===== src/rtl/mmss_display_pkg.sv =====
// rtl/mmss_display_pkg.sv - shared types, segment/anode patterns and BCD helpers for the MM:SS display driver
package mmss_display_pkg;

    typedef logic [1:0] digit_idx_t;
    typedef logic [3:0] bcd_t;

    // Active-low segment patterns, bit order {g,f,e,d,c,b,a}
    localparam logic [6:0] SEG_0     = 7'b1000000;
    localparam logic [6:0] SEG_1     = 7'b1111001;
    localparam logic [6:0] SEG_2     = 7'b0100100;
    localparam logic [6:0] SEG_3     = 7'b0110000;
    localparam logic [6:0] SEG_4     = 7'b0011001;
    localparam logic [6:0] SEG_5     = 7'b0010010;
    localparam logic [6:0] SEG_6     = 7'b0000010;
    localparam logic [6:0] SEG_7     = 7'b1111000;
    localparam logic [6:0] SEG_8     = 7'b0000000;
    localparam logic [6:0] SEG_9     = 7'b0010000;
    localparam logic [6:0] SEG_BLANK = 7'b1111111;

    // Active-low anode patterns; D0 is the rightmost digit (seconds ones)
    localparam logic [3:0] AN_OFF = 4'b1111;
    localparam logic [3:0] AN_D0  = 4'b1110;
    localparam logic [3:0] AN_D1  = 4'b1101;
    localparam logic [3:0] AN_D2  = 4'b1011;
    localparam logic [3:0] AN_D3  = 4'b0111;

    // Tens digit of a 6-bit binary value; 60..63 yield 6 (no saturation)
    function automatic bcd_t bcd_tens(input logic [5:0] value);
        return bcd_t'(value / 6'd10);
    endfunction

    // Ones digit of a 6-bit binary value
    function automatic bcd_t bcd_ones(input logic [5:0] value);
        return bcd_t'(value % 6'd10);
    endfunction

endpackage


===== src/rtl/seg7_decoder.sv =====
// rtl/seg7_decoder.sv - combinational BCD to active-low 7-segment decoder
module seg7_decoder
    import mmss_display_pkg::*;
(
    input  bcd_t       bcd_i,
    output logic [6:0] seg_o
);

    // Codes 10..15 never come from a valid BCD split, so they show dark
    always_comb begin
        seg_o = SEG_BLANK;
        case (bcd_i)
            4'd0:    seg_o = SEG_0;
            4'd1:    seg_o = SEG_1;
            4'd2:    seg_o = SEG_2;
            4'd3:    seg_o = SEG_3;
            4'd4:    seg_o = SEG_4;
            4'd5:    seg_o = SEG_5;
            4'd6:    seg_o = SEG_6;
            4'd7:    seg_o = SEG_7;
            4'd8:    seg_o = SEG_8;
            4'd9:    seg_o = SEG_9;
            default: seg_o = SEG_BLANK;
        endcase
    end

endmodule


===== src/rtl/mmss_display_driver.sv =====
// rtl/mmss_display_driver.sv - 4-digit multiplexed MM:SS display driver (optional LEADING_ZERO_BLANK_EN)
module mmss_display_driver
    import mmss_display_pkg::*;
#(
    parameter int DIGIT_DIV = 100_000
)(
    input  logic       clk,
    input  logic       rst,
    input  logic [5:0] minutes,
    input  logic [5:0] seconds,
    output logic [6:0] seg,
    output logic [3:0] an
);

    localparam int              PW         = (DIGIT_DIV > 1) ? $clog2(DIGIT_DIV) : 1;
    localparam logic [PW-1:0]   PRESC_LAST = PW'(DIGIT_DIV - 1);

    logic [PW-1:0] presc_q, presc_d;
    digit_idx_t    idx_q, idx_d;
    logic [3:0]    an_q, an_d;
    logic [6:0]    seg_q, seg_d;

    logic          running;
    logic          tick;
    bcd_t          digit_sel;
    logic [6:0]    dec_seg;

    // The dark state only exists after reset. The first edge out of it lights
    // digit 0 and holds the prescaler at 0, so that digit gets a full
    // DIGIT_DIV-cycle slot like every later one.
    assign running = (an_q != AN_OFF);
    assign tick    = running && (presc_q == PRESC_LAST);

    // Prescaler and digit index next state
    always_comb begin
        presc_d = presc_q + PW'(1);
        idx_d   = idx_q;
        if (!running || tick) begin
            presc_d = '0;
        end
        if (tick) begin
            idx_d = idx_q + 2'd1;
        end
    end

    // Select anode and digit for the index that will be active after this edge,
    // so an and seg always switch together
    always_comb begin
        an_d      = AN_D0;
        digit_sel = bcd_ones(seconds);
        case (idx_d)
            2'd0: begin an_d = AN_D0; digit_sel = bcd_ones(seconds); end
            2'd1: begin an_d = AN_D1; digit_sel = bcd_tens(seconds); end
            2'd2: begin an_d = AN_D2; digit_sel = bcd_ones(minutes); end
            2'd3: begin an_d = AN_D3; digit_sel = bcd_tens(minutes); end
            default: begin an_d = AN_D0; digit_sel = bcd_ones(seconds); end
        endcase
    end

    seg7_decoder u_seg7_decoder (
        .bcd_i (digit_sel),
        .seg_o (dec_seg)
    );

    // Segment next state, with optional blanking of a leading zero minute
    always_comb begin
        seg_d = dec_seg;
`ifdef LEADING_ZERO_BLANK_EN
        if (idx_d == 2'd3 && bcd_tens(minutes) == 4'd0) begin
            seg_d = SEG_BLANK;
        end
`endif
    end

    // State registers with synchronous active-high reset to a dark display
    always_ff @(posedge clk) begin
        if (rst) begin
            presc_q <= '0;
            idx_q   <= 2'd0;
            an_q    <= AN_OFF;
            seg_q   <= SEG_BLANK;
        end else begin
            presc_q <= presc_d;
            idx_q   <= idx_d;
            an_q    <= an_d;
            seg_q   <= seg_d;
        end
    end

    assign seg = seg_q;
    assign an  = an_q;

endmodule


===== config.mk =====
export PLATFORM = sky130hd
export DESIGN_NAME = mmss_display_driver
export DESIGN_NICKNAME = d
export VERILOG_FILES = /design/src/rtl/mmss_display_pkg.sv /design/src/rtl/seg7_decoder.sv /design/src/rtl/mmss_display_driver.sv
export SDC_FILE = /design/constraint.sdc
export NUM_CORES = 1
export LEC_CHECK = 0
export CAP_MARGIN = 20
export CORE_UTILIZATION = 64
export DETAILED_ROUTE_END_ITERATION = 10
export DONT_BUFFER_PORTS = 1
export PLACE_DENSITY_LB_ADDON = 0.3
export SYNTH_ARGS = -nofsm -noshare
export SYNTH_HDL_FRONTEND = slang
export SYNTH_SLANG_ARGS = --single-unit

===== constraint.sdc =====
create_clock -name clk -period 7.12 [get_ports clk]
set_input_delay 2.136 -clock clk [delete_from_list [all_inputs] [get_ports clk]]
set_output_delay 2.136 -clock clk [all_outputs]
set_load 0.02 [all_outputs]

# Word level (Yosys, flattened, before mapping)
# Memories as Yosys holds them, arrays and structs flattened. A register that Yosys moved wholly into a read port is not among the register bits.
# Index checks and enable logic that the tools add are counted.
# word_totals
reg_bits	23
mem_bits_ro	112
input_bits	14
mem_count	1
# mem_list
memory	depth	word_bits	read_ports	rd_clocked_by_memory_dff	write_ports	line_no	rtl
(name not given)	16	7	1	1	0	seg7_decoder.sv:12	case (bcd_i)
# classes
addsub	2
div	4
n_eq_ne	5
n_mux	3
n_reduce_logical	5
# ops
cell	count
4-bit case mux with 4 select lines	2
17-bit by 1-bit adder with 17-bit output (second input constant)	1
17-bit == test (second input constant)	1
6-bit by 4-bit divider with 6-bit output (second input constant)	2
6-bit by 4-bit remainder unit with 6-bit output (second input constant)	2
2-bit == test (second input constant)	2
4-bit != test (second input constant)	1
2-bit by 1-bit adder with 2-bit output (second input constant)	1
2-bit by 1-bit == test with 1-bit output (second input constant)	1
2-bit zero test	1
2-bit 2-to-1 mux	1
2-bit OR reduction	1
1-bit logical AND	1
1-bit zero test	1
1-bit logical OR	1

# Logic depth before layout (Yosys ltp)
# logic_depth
word_depth	5
mapped_depth	26

# Hierarchy
# A second synthesis with hierarchy kept.
# unflattened
cells_unflattened	307
area_unflattened_um2	2394.8
# by_module_without_submodules
mod	instances	cells_each	area_each_um2
mmss_display_driver	1	274	2184.6
seg7_decoder	1	33	210.2

# Least setup slack after synthesis
# Ideal clock, no wire load.
# synth_timing
path_type	input to register
from	input seconds[4]
to	register seg_q[4] (netlist: seg[4])
setup_time_ns	0.123
t_arrival_ns	5.413
required_ns	6.997
setup_slack_ns	1.583
path_stages	22
n_path_buf	0
cell_sequence	inv_1 nor2_1 a221o_1 a311o_4 clkinv_4 nor3_1 a21oi_1 ha_1 a21oi_1 and3_1 a31oi_1 nand3b_1 o21ai_0 o22ai_1 o211a_1 a221oi_1 a21oi_1 inv_1 ha_1 inv_1 nor3b_1 o31ai_1
# synth_between
elab_chain_cells	2
# synth_rtl
element	line_no	rtl
start: declaration	mmss_display_driver.sv:10	input logic [5:0] seconds,
6-bit by 4-bit divider with 6-bit output / 6-bit by 4-bit remainder unit with 6-bit output (equally long branches)	--	
4-bit case mux with 4 select lines *	mmss_display_driver.sv:51	case (idx_d)
end: declaration	mmss_display_driver.sv:21	logic [6:0] seg_q, seg_d;
# Mark *: on every way between the ends. The rest lies on a longest branch, timed or not.
# A chain may end at the register's enable or synchronous reset.

# Worst setup path in the final report
# layout_timing
from	input seconds[5]
to	register seg_q[5] (netlist: seg[5])
# Same word-level chain as after synthesis.

==> results.md <==
* Clock power frac at 0.370
* Mux contribution to synthesized area at 0.0632
* Clk Latency, worst-skew pair at roughly 0.28 ns
* Hold_ws at 0.461 ns
* Hold Buf Count CTS at 0
* CP startpoint kind: input pin
* Post-synthesis register bit count at 30
* Peak VDD IR at around 0.00011 V
* CTS H-tree depth at 2
* Post-synth top area cell: dfxtp_1
* Sequential Power Share at 0.425
* Combinational Power Share at 0.205
* Req. time, crit path at about 7.3 ns
* Die height at roughly 63 µm
* DP HPWL at 3.92 mm
* Post-CTS Setup Bufs at 0
* Setup slack after layout at between 1 and 1.5 ns
* Critical path peak fanout at 9
* Top-level I/O count at 25
* Pleak at roughly 0.00093 µW
* Post-synthesis simple-gate area fraction at 0.288
* Internal power at between 300 and 400 µW
* Max-cap violations at 0
* Placer Congestion at roughly 0.93
* Worst hold path cell count at 1
* Worst path cell trace: and3_1 > nor3_1 > a21oi_1 > ha_1 > a21oi_1 > o211ai_1 > o21ai_0 > nand3b_1 > o21ai_1 > o22ai_1 > o211a_1 > a221oi_1 > a21oi_1 > inv_1 > ha_1 > inv_1 > mux2i_1 > o211ai_1
* Sink Count at 30
* Number of core rows at 21
* Initial Util at 0.690
* Pwr/cell area at around 180 nW/µm²
* Endpoint, Worst Hold: presc_q[0]
* Switching power share of the total at 0.296
* Yosys cell types at 59
* Clk buf depth at 2
* Worst path max stage delay at 0.74 ns
* Routed len/inst at 14.5 µm
* Yosys warnings at 0
* Vias at around 2200
* I/O Buffers at 0
* Crit path launch: seconds[5]
* Hold_sp: presc_q[0]
* Antenna Cells at 0
* Sw Pwr at approximately 130 µW
* Critical Path AT at approximately 6.2 ns
* Compound-cell area share of the yosys netlist at 0.210
* Share of the synthesized area in the top cell type at 0.251
* Slew headroom at 0.398
* Total negative setup slack at 0 ns
* Clock root buffer: clkbuf_8
* CP max-delay cell: nor3_1
* Total wire length at 5.17 mm
* Post-synthesis adder-cell area fraction at 0.0679
* Top post-synthesis cells by count: 35 x nor2_1, 30 x dfxtp_1, 30 x nand2_1
* Initial antenna violation count at 0
* Overall Global Routing Usage at 0.272
* GRT overflow at 0
* Reg2reg setup slack at between 1 and 1.5 ns
* Fin. max-slew vios at 0
* Measured slew at the worst slew-check pin at slightly below 0.9 ns
* Syn_nets at ~340
* RR Startpoint: presc_q[11]
* First-pass GRT wire length at 8.74 mm
* Avg Inst Size Synth at 7.60 µm²
* Post-route ant nets at 0
* Synth Area in XOR/XNOR at 0.0622
* Outcome: finished, final reports clean
* Final net count at 336
* Total power at 451 µW
* Finish-stage setup viols at 0
* First DRT Iteration DRCs at approximately 220
* Final Cycle Share at 0.837
* Via/cell ratio at between 6 and 7
* # resized after CTS at 0
* Vias in the first global route at 1930
* Dpl ws at between 1 and 1.5 ns
* Final hold vios at 0
* 1st-pass router iterations at 5
* Synth area leaders: dfxtp_1 25%, ha_1 6.8%, mux2i_1 5.9%
* Area grow syn2layout at 4.65%
* Number of CTS-inserted buffers at 5
* CP endpoint kind: flop
* Kind of critical path: in -> reg
* DRC at 0
* CTS tree: yes
* Asr flop ratio synth at 0
* RSZ-0062 raised after global routing: false
* Mapped Area at about 2400 µm²
* Worst Reg-to-Reg Cells at 23
* CP most frequent cell: a21oi_1
* Clk_skew at 0.00569 ns
* Reg-to-reg endpoint: seg[5]
* Main flop type after synthesis: dfxtp_1
* Largest family of logic cells by synthesized area: simple AND/OR/NAND/NOR gates
* Largest net degree at the start of global routing at 19
* Layout cells sized above 1 at 0.0710
* Fraction of the yosys area taken by sequential cells at 0.251
* Highest clock rate at approximately 0.17 GHz
* Die footprint at 3990 µm²
* Mapped Cells at between 300 and 400
* Std-Cell Core Area at 3470 µm²
* Hold Path Class: reg -> reg
* Post-synth EDFFs at 0
* Post-layout min period at 5.96 ns
* Die W at about 63 µm
* Clock-pin slew on the worst setup and hold paths at approximately 0.060 ns
* Top-count cell post-synth: nor2_1
-- through the flow --
stage,cell area (µm²),instances,util
global placement,2390,347,0.689
CTS,2510,356,0.723
finish,2510,356,0.723
detailed placement,2400,348,0.691
floorplan,2390,315,-
global route,2510,356,0.723
-- final cells by class --
cell class              count  area [µm²]
multi-input cells         252        1660
fillers                   284         962
flip-flops and latches     30         601
inverters                  19        76.3
clock buffers               5        68.8
well taps                  46        57.6
clock inverters             3        40.0
repair buffers              1        7.51
-- per-layer routing --
metal  vias to the layer above  part of all wire  track usage
met5                         -                 0            0
met4                         0             0.015       0.0682
met3                        10             0.076       0.0652
met2                        75              0.45        0.426
met1                      1021              0.46        0.372
li1                       1123                 -            -
-- worst max-delay path by stage --
stage | end | slack, ns
after floorplan | seg[4] | 1.58
after global placement | seg[4] | 1.15
after detailed placement | seg[5] | 1.00
after CTS | seg[5] | 1.27
after global routing | seg[4] | 0.76
final | seg[5] | 1.16
-- critical path: cells and delay by family --
kind | cells | cell delay, ns
buf+inv | 2 | 0.25
mux | 1 | 0.09
compound gates | 10 | 2.11
fa+ha+maj | 2 | 0.50
simple gates | 3 | 1.07
-- cell usage in the layout, fill, tap and decap left out, types with 3 or more instances in the layout --
cell type and instances:
and3_1 6, nor3_1 11, o21ai_1 6, ha_1 13, nand4_1 6, xnor2_1 7, dfxtp_1 30, inv_1 15
nor2_1 35, mux2i_1 14, nor2b_1 5, clkbuf_8 5, a21oi_1 18, o31ai_1 3, or3_1 5, nand3b_1 3
o21a_1 3, o21ai_0 8, nor4b_1 3, o211ai_1 7, a31oi_1 6, nand3_1 13, nand2_1 30, nor3b_1 4
xor2_1 10
-- cells by family after synthesis --
kind of cell               Yosys count
and+or+nand+nor                    135
DFF                                 30
muxes                               15
buffers and inverters               33
AOI/OAI and AO/OA                   72
xor gates and xnor gates            17
adders and majority gates           13
-- flip-flops by register name (all words and copies together) (netlist names) --
| name | cells |
|---|---|
| seg | 7 |
| idx_q | 2 |
| presc_q | 17 |
| an | 4 |
-- power groups by stage --
stage	Sequential [µW]	Clock [µW]	Combinational (µW)
after floorplan	194	0	76.8
after global placement	196	0	87.3
after detailed placement	196	0	90.1
after CTS	192	169	91.0
after global routing	192	176	104
final	192	167	92.5
No activity file was read; power rests on OpenSTA's default activity.
